## src/rtl/iob_axil2iob.sv

```systemverilog
`timescale 1ns/1ps
// AXI4-Lite subordinate to IOb manager bridge: buffers AW/W/AR and replays one transaction at a time on IOb.
// Define IOB_AXIL2IOB_TIMEOUT_EN to end stalled IOb accesses with SLVERR after 2**TIMEOUT_W-1 cycles.
module iob_axil2iob #(
    parameter int AXIL_ADDR_W = 32,
    parameter int AXIL_DATA_W = 32,
    parameter int TIMEOUT_W   = 8
) (
    input  logic                       clk_i,
    input  logic                       cke_i,
    input  logic                       arst_n_i,
    input  logic                       axil_awvalid_i,
    output logic                       axil_awready_o,
    input  logic [AXIL_ADDR_W-1:0]     axil_awaddr_i,
    input  logic [2:0]                 axil_awprot_i,
    input  logic                       axil_wvalid_i,
    output logic                       axil_wready_o,
    input  logic [AXIL_DATA_W-1:0]     axil_wdata_i,
    input  logic [AXIL_DATA_W/8-1:0]   axil_wstrb_i,
    output logic                       axil_bvalid_o,
    input  logic                       axil_bready_i,
    output logic [1:0]                 axil_bresp_o,
    input  logic                       axil_arvalid_i,
    output logic                       axil_arready_o,
    input  logic [AXIL_ADDR_W-1:0]     axil_araddr_i,
    input  logic [2:0]                 axil_arprot_i,
    output logic                       axil_rvalid_o,
    input  logic                       axil_rready_i,
    output logic [AXIL_DATA_W-1:0]     axil_rdata_o,
    output logic [1:0]                 axil_rresp_o,
    output logic                       iob_valid_o,
    output logic [AXIL_ADDR_W-1:0]     iob_addr_o,
    output logic [AXIL_DATA_W-1:0]     iob_wdata_o,
    output logic [AXIL_DATA_W/8-1:0]   iob_wstrb_o,
    input  logic                       iob_ready_i,
    input  logic                       iob_rvalid_i,
    input  logic [AXIL_DATA_W-1:0]     iob_rdata_i,
    output logic                       iob_rready_o
);

    localparam int         STRB_W      = AXIL_DATA_W / 8;
    localparam logic [1:0] RESP_OKAY   = 2'b00;
    localparam logic [1:0] RESP_SLVERR = 2'b10;

    typedef enum logic [2:0] {
        S_IDLE, S_WRITE, S_BRESP, S_READ, S_RWAIT, S_RRESP
    } state_t;

    typedef enum logic {GRANT_WRITE, GRANT_READ} grant_t;

    state_t                 state_q, state_d;
    grant_t                 last_grant_q, last_grant_d;
    logic                   alive_q;
    logic                   aw_full_q, w_full_q, ar_full_q;
    logic [AXIL_ADDR_W-1:0] aw_addr_q, ar_addr_q;
    logic [AXIL_DATA_W-1:0] w_data_q;
    logic [STRB_W-1:0]      w_strb_q;
    logic                   bvalid_q, bvalid_d;
    logic [1:0]             bresp_q, bresp_d;
    logic                   rvalid_q, rvalid_d;
    logic [AXIL_DATA_W-1:0] rdata_q, rdata_d;
    logic [1:0]             rresp_q, rresp_d;
    logic                   aw_hs, w_hs, ar_hs;
    logic                   clr_wr, clr_ar;
    logic                   wr_pend, rd_pend;
    logic                   timeout_hit;
    logic                   unused_ok;

    assign unused_ok = ^{axil_awprot_i, axil_arprot_i, (TIMEOUT_W > 0)};

    assign axil_awready_o = alive_q & ~aw_full_q;
    assign axil_wready_o  = alive_q & ~w_full_q;
    assign axil_arready_o = alive_q & ~ar_full_q;

    assign aw_hs = axil_awvalid_i & axil_awready_o;
    assign w_hs  = axil_wvalid_i  & axil_wready_o;
    assign ar_hs = axil_arvalid_i & axil_arready_o;

    assign axil_bvalid_o = bvalid_q;
    assign axil_bresp_o  = bresp_q;
    assign axil_rvalid_o = rvalid_q;
    assign axil_rdata_o  = rdata_q;
    assign axil_rresp_o  = rresp_q;

    // NOTE: sequential state uses non-blocking assignments so every flop samples pre-edge values.
    always_ff @(posedge clk_i or negedge arst_n_i) begin
        if (!arst_n_i) begin
            alive_q <= 1'b0;
        end else if (cke_i) begin
            alive_q <= 1'b1;
        end
    end

    // NOTE: buffer payloads are reset too, so no X can reach the IOb port after reset.
    always_ff @(posedge clk_i or negedge arst_n_i) begin
        if (!arst_n_i) begin
            aw_full_q <= 1'b0;
            w_full_q  <= 1'b0;
            ar_full_q <= 1'b0;
            aw_addr_q <= '0;
            ar_addr_q <= '0;
            w_data_q  <= '0;
            w_strb_q  <= '0;
        end else if (cke_i) begin
            if (aw_hs) begin
                aw_full_q <= 1'b1;
                aw_addr_q <= axil_awaddr_i;
            end else if (clr_wr) begin
                aw_full_q <= 1'b0;
            end
            if (w_hs) begin
                w_full_q <= 1'b1;
                w_data_q <= axil_wdata_i;
                w_strb_q <= axil_wstrb_i;
            end else if (clr_wr) begin
                w_full_q <= 1'b0;
            end
            if (ar_hs) begin
                ar_full_q <= 1'b1;
                ar_addr_q <= axil_araddr_i;
            end else if (clr_ar) begin
                ar_full_q <= 1'b0;
            end
        end
    end

`ifdef IOB_AXIL2IOB_TIMEOUT_EN
    logic [TIMEOUT_W-1:0] tmo_cnt_q;
    logic                 in_wait;

    assign in_wait = (state_q == S_WRITE) || (state_q == S_READ) || (state_q == S_RWAIT);

    // Restarts on every state change, so each waiting state gets a full budget.
    always_ff @(posedge clk_i or negedge arst_n_i) begin
        if (!arst_n_i) begin
            tmo_cnt_q <= '0;
        end else if (cke_i) begin
            if (state_d != state_q) begin
                tmo_cnt_q <= '0;
            end else if (in_wait) begin
                tmo_cnt_q <= tmo_cnt_q + 1'b1;
            end
        end
    end

    assign timeout_hit = in_wait && (tmo_cnt_q == '1);
`else
    assign timeout_hit = 1'b0;
`endif

    // Arbitration sees this cycle's handshakes so a request reaches IOb one cycle after acceptance.
    assign wr_pend = (aw_full_q | aw_hs) & (w_full_q | w_hs);
    assign rd_pend = ar_full_q | ar_hs;

    // NOTE: every output of this block gets a default first, so no path can infer a latch.
    always_comb begin
        state_d      = state_q;
        last_grant_d = last_grant_q;
        bvalid_d     = bvalid_q;
        bresp_d      = bresp_q;
        rvalid_d     = rvalid_q;
        rdata_d      = rdata_q;
        rresp_d      = rresp_q;
        clr_wr       = 1'b0;
        clr_ar       = 1'b0;
        iob_valid_o  = 1'b0;
        iob_rready_o = 1'b0;
        iob_addr_o   = '0;
        iob_wdata_o  = '0;
        iob_wstrb_o  = '0;

        case (state_q)
            S_IDLE: begin
                if (wr_pend && (!rd_pend || last_grant_q == GRANT_READ)) begin
                    state_d      = S_WRITE;
                    last_grant_d = GRANT_WRITE;
                end else if (rd_pend) begin
                    state_d      = S_READ;
                    last_grant_d = GRANT_READ;
                end
            end
            S_WRITE: begin
                iob_addr_o  = aw_addr_q;
                iob_wdata_o = w_data_q;
                iob_wstrb_o = w_strb_q;
                if (w_strb_q == '0) begin
                    // An all-zero strobe would look like a read on IOb; complete it locally.
                    clr_wr   = 1'b1;
                    bvalid_d = 1'b1;
                    bresp_d  = RESP_OKAY;
                    state_d  = S_BRESP;
                end else if (timeout_hit) begin
                    clr_wr   = 1'b1;
                    bvalid_d = 1'b1;
                    bresp_d  = RESP_SLVERR;
                    state_d  = S_BRESP;
                end else begin
                    iob_valid_o = 1'b1;
                    if (iob_ready_i) begin
                        clr_wr   = 1'b1;
                        bvalid_d = 1'b1;
                        bresp_d  = RESP_OKAY;
                        state_d  = S_BRESP;
                    end
                end
            end
            S_BRESP: begin
                if (axil_bready_i) begin
                    bvalid_d = 1'b0;
                    state_d  = S_IDLE;
                end
            end
            S_READ: begin
                iob_addr_o = ar_addr_q;
                if (timeout_hit) begin
                    clr_ar   = 1'b1;
                    rvalid_d = 1'b1;
                    rdata_d  = '0;
                    rresp_d  = RESP_SLVERR;
                    state_d  = S_RRESP;
                end else begin
                    iob_valid_o  = 1'b1;
                    iob_rready_o = 1'b1;
                    if (iob_ready_i) begin
                        clr_ar = 1'b1;
                        if (iob_rvalid_i) begin
                            rvalid_d = 1'b1;
                            rdata_d  = iob_rdata_i;
                            rresp_d  = RESP_OKAY;
                            state_d  = S_RRESP;
                        end else begin
                            state_d = S_RWAIT;
                        end
                    end
                end
            end
            S_RWAIT: begin
                if (timeout_hit) begin
                    rvalid_d = 1'b1;
                    rdata_d  = '0;
                    rresp_d  = RESP_SLVERR;
                    state_d  = S_RRESP;
                end else begin
                    iob_rready_o = 1'b1;
                    if (iob_rvalid_i) begin
                        rvalid_d = 1'b1;
                        rdata_d  = iob_rdata_i;
                        rresp_d  = RESP_OKAY;
                        state_d  = S_RRESP;
                    end
                end
            end
            S_RRESP: begin
                if (axil_rready_i) begin
                    rvalid_d = 1'b0;
                    state_d  = S_IDLE;
                end
            end
            default: state_d = S_IDLE;
        endcase
    end

    always_ff @(posedge clk_i or negedge arst_n_i) begin
        if (!arst_n_i) begin
            state_q      <= S_IDLE;
            last_grant_q <= GRANT_READ;
            bvalid_q     <= 1'b0;
            bresp_q      <= RESP_OKAY;
            rvalid_q     <= 1'b0;
            rdata_q      <= '0;
            rresp_q      <= RESP_OKAY;
        end else if (cke_i) begin
            state_q      <= state_d;
            last_grant_q <= last_grant_d;
            bvalid_q     <= bvalid_d;
            bresp_q      <= bresp_d;
            rvalid_q     <= rvalid_d;
            rdata_q      <= rdata_d;
            rresp_q      <= rresp_d;
        end
    end

endmodule

```

## config.mk

```make
export PLATFORM = sky130hd
export DESIGN_NAME = iob_axil2iob
export DESIGN_NICKNAME = d
export VERILOG_FILES = /design/src/rtl/iob_axil2iob.sv
export SDC_FILE = /design/constraint.sdc
export NUM_CORES = 1
export LEC_CHECK = 0
export ABC_CLOCK_PERIOD_IN_PS = 1980
export CAP_MARGIN = 20
export CORE_ASPECT_RATIO = 0.75
export CORE_MARGIN = 2
export CORE_UTILIZATION = 43
export CTS_CLUSTER_SIZE = 10
export DETAILED_ROUTE_END_ITERATION = 12
export GPL_ROUTABILITY_DRIVEN = 0
export GPL_TIMING_DRIVEN = 0
export PLACE_DENSITY = 0.89
export SYNTH_ARGS = -nofsm -noshare
export SYNTH_HDL_FRONTEND = slang
export SYNTH_SLANG_ARGS = --single-unit
export TNS_END_PERCENT = 50
```

## constraint.sdc

```tcl
create_clock -name clk_i -period 1.98 [get_ports clk_i]
set_input_delay 0.396 -clock clk_i [delete_from_list [all_inputs] [get_ports clk_i]]
set_output_delay 0.396 -clock clk_i [all_outputs]
set_load 0.005 [all_outputs]
```

### Word level (Yosys, flattened, before mapping)

Cells that the tools add are included.

| storage, ports and cells | value |
|---|---|
| word-level logic and storage cells | 108 |
| register bits after elaboration | 146 |
| output and inout port bits | 111 |
| input port bits | 148 |

| cells by class | value |
|---|---|
| reductions and logical operators | 26 |
| mux-type cells | 43 |
| eq/ne operators | 11 |
| bitwise gates (word level) | 13 |

Operators by type and width:

| operator | number |
|---|---|
| 32-bit one-hot mux with 2 select lines | 2 |
| 32-bit two-way mux | 3 |
| 3-bit two-way mux | 8 |
| 1-bit two-way mux | 20 |
| 3-bit one-hot mux with 6 select lines | 1 |
| 2-bit nonzero test | 7 |
| 2-bit AND reduction | 6 |
| 3-bit AND reduction | 3 |
| 2-bit two-way mux | 4 |
| 2-bit inequality test, second input constant | 4 |
| 4-bit AND reduction | 2 |
| 1-bit AND | 7 |
| 7-bit AND reduction | 1 |
| 3-bit by 2-bit == test with 1-bit output, second input constant | 2 |
| 3-bit == test, second input constant | 2 |
| 3-bit inequality test, second input constant | 2 |
| 4-bit zero test | 1 |
| 4-bit two-way mux | 1 |
| 1-bit one-hot mux with 2 select lines | 2 |
| 2-bit one-hot mux with 2 select lines | 1 |
| 3-bit by 1-bit == test with 1-bit output, second input constant | 1 |
| 3-bit zero test | 1 |
| 1-bit NOT | 3 |
| 1-bit OR | 3 |
| 6 further kinds | 6 |

### Longest topological paths before layout

| logic depth | value |
|---|---|
| depth after elaboration | 9 |
| depth in mapped cells | 7 |
| mapped depth without buffers | 4 |

### Worst setup path after synthesis

No wires, ideal clock.

| timing path | value |
|---|---|
| path type | reg-to-output |
| from | register state_q[1] |
| to | output iob_wdata_o[21] |
| arrival | 1.404 ns |
| setup slack | 0.180 ns |
| cell stages (with the launch flop) | 6 |
| buffers on the path | 3 |
| cells stage by stage | dfrtp_1 -> buf_2 -> nor3b_2 -> buf_2 -> clkbuf_1 -> and2_1 |

| on the way | value |
|---|---|
| word-level cells in the longest chain between the ends | 2 |

Ends and longest elaborated chain:

| what | line | RTL |
|---|---|---|
| start, declared | 51 | `state_t state_q, state_d;` |
| start signal, assigned | 273 | `state_q <= state_d;` |
| 3-bit by 1-bit == test with 1-bit output | 172 | `case (state_q)` |
| 32-bit two-way mux | 172 |  |
| end, declared | 33 | `output logic [AXIL_DATA_W-1:0] iob_wdata_o,` |

No other way between the ends.

### Worst setup path after layout

| timing path | value |
|---|---|
| from | register state_q[1] |
| to | output iob_addr_o[18] |

| on the way | value |
|---|---|
| word-level cells in the longest chain between the ends | 2 |
| elaborated cells between the ends (all ways) | 3 |

Ends and longest elaborated chain:

| what | line | RTL |
|---|---|---|
| 3-bit by 2-bit == test with 1-bit output / 3-bit by 1-bit == test with 1-bit output (equally long branches) | 172 |  |
| 32-bit one-hot mux with 2 select lines * | 172 |  |
| end, declared | 32 | `output logic [AXIL_ADDR_W-1:0] iob_addr_o,` |

Mark *: on every way between the ends. The rest lies on a longest branch, timed or not.

==> key figures <==
Worst setup path
  • Critical Path Max Stage Delay: 400 ps
  • Crit path max fanout: 5
  • Arrival time reported for the critical path endpoint: 1940 ps
  • Cell breakdown of the critical path: buf_6, nor3b_4, buf_6, buf_8, buf_8, clkbuf_16, a22o_1, buf_2
  • Critical register-to-register path startpoint: state_q[2]
  • Reg2reg setup slack: 180 ps
  • Worst setup startpoint: state_q[1]
  • Worst endpoint required time: around 1600 ps
  • Critical-path top delay cell: dfrtp_1
  • Category of the worst setup path capture point: output pin
  • Sort of element at the start of the critical path: flip-flop
  • Classification of the worst setup path: flip-flop to output pin

Die
  • Initial Util: 44.4%
  • DIE WIDTH: 142 um
  • Placement Rows: 37
  • Core outline area: 0.0138 mm^2
  • Overall die area: 0.0152 mm^2
  • Overall die height: about 110 um
  • Ports placed on the boundary: between 200 and 300

Timing
  • Slew of the pin with the lowest slew margin: slightly below 800 ps
  • Post-route setup TNS: -18710 ps
  • Time the worst path needs with I/O delays and setup: 2330 ps
  • Clock Skews: just under 8 ps
  • Hold Violations, Final: 0
  • Number of endpoints failing setup at the final stage: slightly below 70
  • Final count of pins violating max slew: 0
  • Worst relative slew slack: 48.4%
  • Final WS setup: -353 ps
  • Min Hold Slack: 38.0 ps
  • Period utilization: 118%
  • RSZ-0062 raised after global routing: yes
  • Maximum operating frequency: 429 MHz

CTS
  • Clock insertion delay at the later pin of the skew report: 410 ps
  • Clock Tree Buf Depth: 2
  • Sinks on Clock Net: 142
  • Clock slew at reported path FFs: roughly 60 ps
  • Clock tree from TritonCTS: built
  • Number of buffers added by the clock tree synthesis step: 17
  • Cell at the root of the clock tree: clkbuf_16
  • CTS H-tree depth: 4
  • Number of buffers added to fix hold violations after cts: 0

Synthesis
  • Top FF cell, synth: dfrtp_1
  • Area leader, netlist: dfrtp_1
  • Top cell type's share of synthesized area: 57.6%
  • Most numerous cell types in the synthesized netlist: 141 x dfrtp_1, 132 x mux2_2, 36 x and2_1
  • Most numerous cell in the Yosys netlist: dfrtp_1
  • Biggest area contributors in the synthesized netlist: dfrtp_1 58%, mux2_2 24%, a22o_1 4.7%
  • Number of synthesized flops with an enable pin: 0
  • Syn. warnings: 0
  • Fraction of registers with async set or reset after synthesis: 100%
  • Synth Register Bits: 142
  • Number of standard cells after synthesis: 437
  • Sequential fraction of the synthesis area: 58.0%
  • Average cell area after synthesis: 14.0 um^2
  • Number of library cell types mapped by synthesis: 41
  • Cell area after synthesis: 0.00613 mm^2

Final layout
  • Number of antenna repair diodes: 0
  • Total number of nets in the final design: between 800 and 900
  • Sequential cell area: 0.00356 mm^2
  • Fraction of layout instances using a drive strength above 1: 41.7%
  • Number of cells in the finished layout apart from fillers: between 900 and 1000
  • Layout filler cell count: about 960
  • Area Growth Syn to Fin: 57.2%
  • Total area of multi-input combinational cells: 0.00244 mm^2

Placed design
  • Final HPWL DP: between 10000 and 15000 um
  • Worst setup slack after placement: -919 ps
  • Total placed cells including tap cells: 863
  • Quantity of I/O buffers inserted on ports: 247

Power
  • Peak VDD IR: 0.800 mV
  • Switching power total: 0.00409 W
  • Register share of total power: 36.3%
  • Clock group share of total power: 23.4%
  • Internal power: 0.0101 W
  • Power share of the combinational group: 40.3%
  • Leak Pwr: 4.35 nW
  • Power density relative to cell area: 1480 mW/mm^2
  • Fraction of power spent switching nets: 28.8%
  • Overall Power: around 0.014 W

GRT
  • GRT Overall Usage: 22.8%
  • Vias in the first global route: 4972
  • Wire length of the first global-routing pass: ~26000 um
  • Overflow left after global routing: 0
  • Pin count of the biggest net entering global routing: 86
  • Number of antenna violations at the first check in global routing: 0

Route
  • Total detailed-routing wirelength: roughly 17000 um
  • Drt first-iter violations: 206
  • Remaining antenna violation count: 0
  • Total iterations of the first detailed-routing run: 4
  • Total number of vias: 4666
  • Post-DR vias/cell: 5.12
  • Detailed-route DRC error count: 0
  • Drt wl/cell: between 15 and 20 um

Run
  • Max-capacitance violation count: 0

Status
  • Violated checks: negative setup slack
  • Status: finished with violations

Min path
  • Worst min-delay path class: primary input to async pin
-- logic make-up after synthesis --
kind of cell / share of synthesized area, %
DFF: 58.0
other: 0.0612
AOI/OAI and AO/OA: 7.35
buffers and inverters: 3.31
muxes: 24.4
and+or+nand+nor: 6.82
-- metal layers --
metal / part of all wire [%] / track usage (%)
met5: 0 / 0
met4: 1.8 / 8.00
met3: 8.8 / 9.12
met2: 49 / 38.5
met1: 40 / 26.4
-- power by group through the flow --
stage	clock network (W)	registers [W]	logic, W
5_1_grt	0.00354	0.00532	0.00618
3_5_place_dp	0	0.00512	0.00548
4_1_cts	0.00340	0.00514	0.00561
2_1_floorplan	0	0.00495	0.00263
6_report	0.00333	0.00516	0.00573
3_3_place_gp	0	0.00502	0.00528
-- sequential cells by signal, indices dropped and copies added, names as in the netlist --
| register | count |
|---|---|
| aw_full_q | 1 |
| axil_rvalid_o | 1 |
| w_strb_q | 4 |
| aw_addr_q | 32 |
| axil_rdata_o | 32 |
| last_grant_q | 1 |
| w_full_q | 1 |
| ar_addr_q | 32 |
| axil_bvalid_o | 1 |
| w_data_q | 32 |
| state_q | 3 |
| alive_q | 1 |
| ar_full_q | 1 |
-- final timing paths --
check | cells past startpoint | endpoint
max | 8 | iob_addr_o[18]
min | 1 | aw_addr_q[18]
max reg2reg | 6 | axil_rdata_o[19]
min reg2reg | 1 | w_data_q[12]
max in group asynchronous | 2 | w_data_q[19]
min in group clk_i | 2 | alive_q
-- layout by cell type (no fill, tap or decap), types with 6 or more instances in the layout --
cell type / netlist / layout
clkdlybuf4s50_1: 0 / 173
dfrtp_1: 141 / 140
mux2_2: 132 / 132
buf_2: 15 / 63
a22o_1: 33 / 33
and2_1: 36 / 25
buf_6: 3 / 23
clkbuf_16: 0 / 20
buf_4: 6 / 15
and2_4: 0 / 11
nand2_1: 9 / 8
buf_8: 0 / 6
-- cell type report --
class	instances	area share (%)
plain buffers	30	2.85
clock buffers	19	4.70
clock inverters	11	1.73
inverters	4	0.156
multi-input cells	261	25.4
flip-flops and latches	142	36.9
well taps	175	2.27
repair buffers	270	26.0
-- critical path: cells and delay by family, from the launching register on --
| family | cells | cell delay (ps) |
|---|---|---|
| buf+inv | 6 | 750 |
| flops | 1 | 400 |
| simple gates | 1 | 220 |
| compound gates | 1 | 150 |
-- stage by stage --
step / area (um^2) / util [%]
floorplan: 6140 / -
global placement: 8830 / 64.0
detailed placement: 8860 / 64.2
CTS: 9550 / 69.2
global route: 9630 / 69.8
finish: 9630 / 69.8
-- repair_timing --
item                                    CTS  global route
buffers inserted                         14             4
gates cloned                              3             1
pin swaps                                44             8
gates resized for setup                 327            22
endpoints found under the setup margin   76            71
Note: power is estimated with default switching activity, not from simulation.
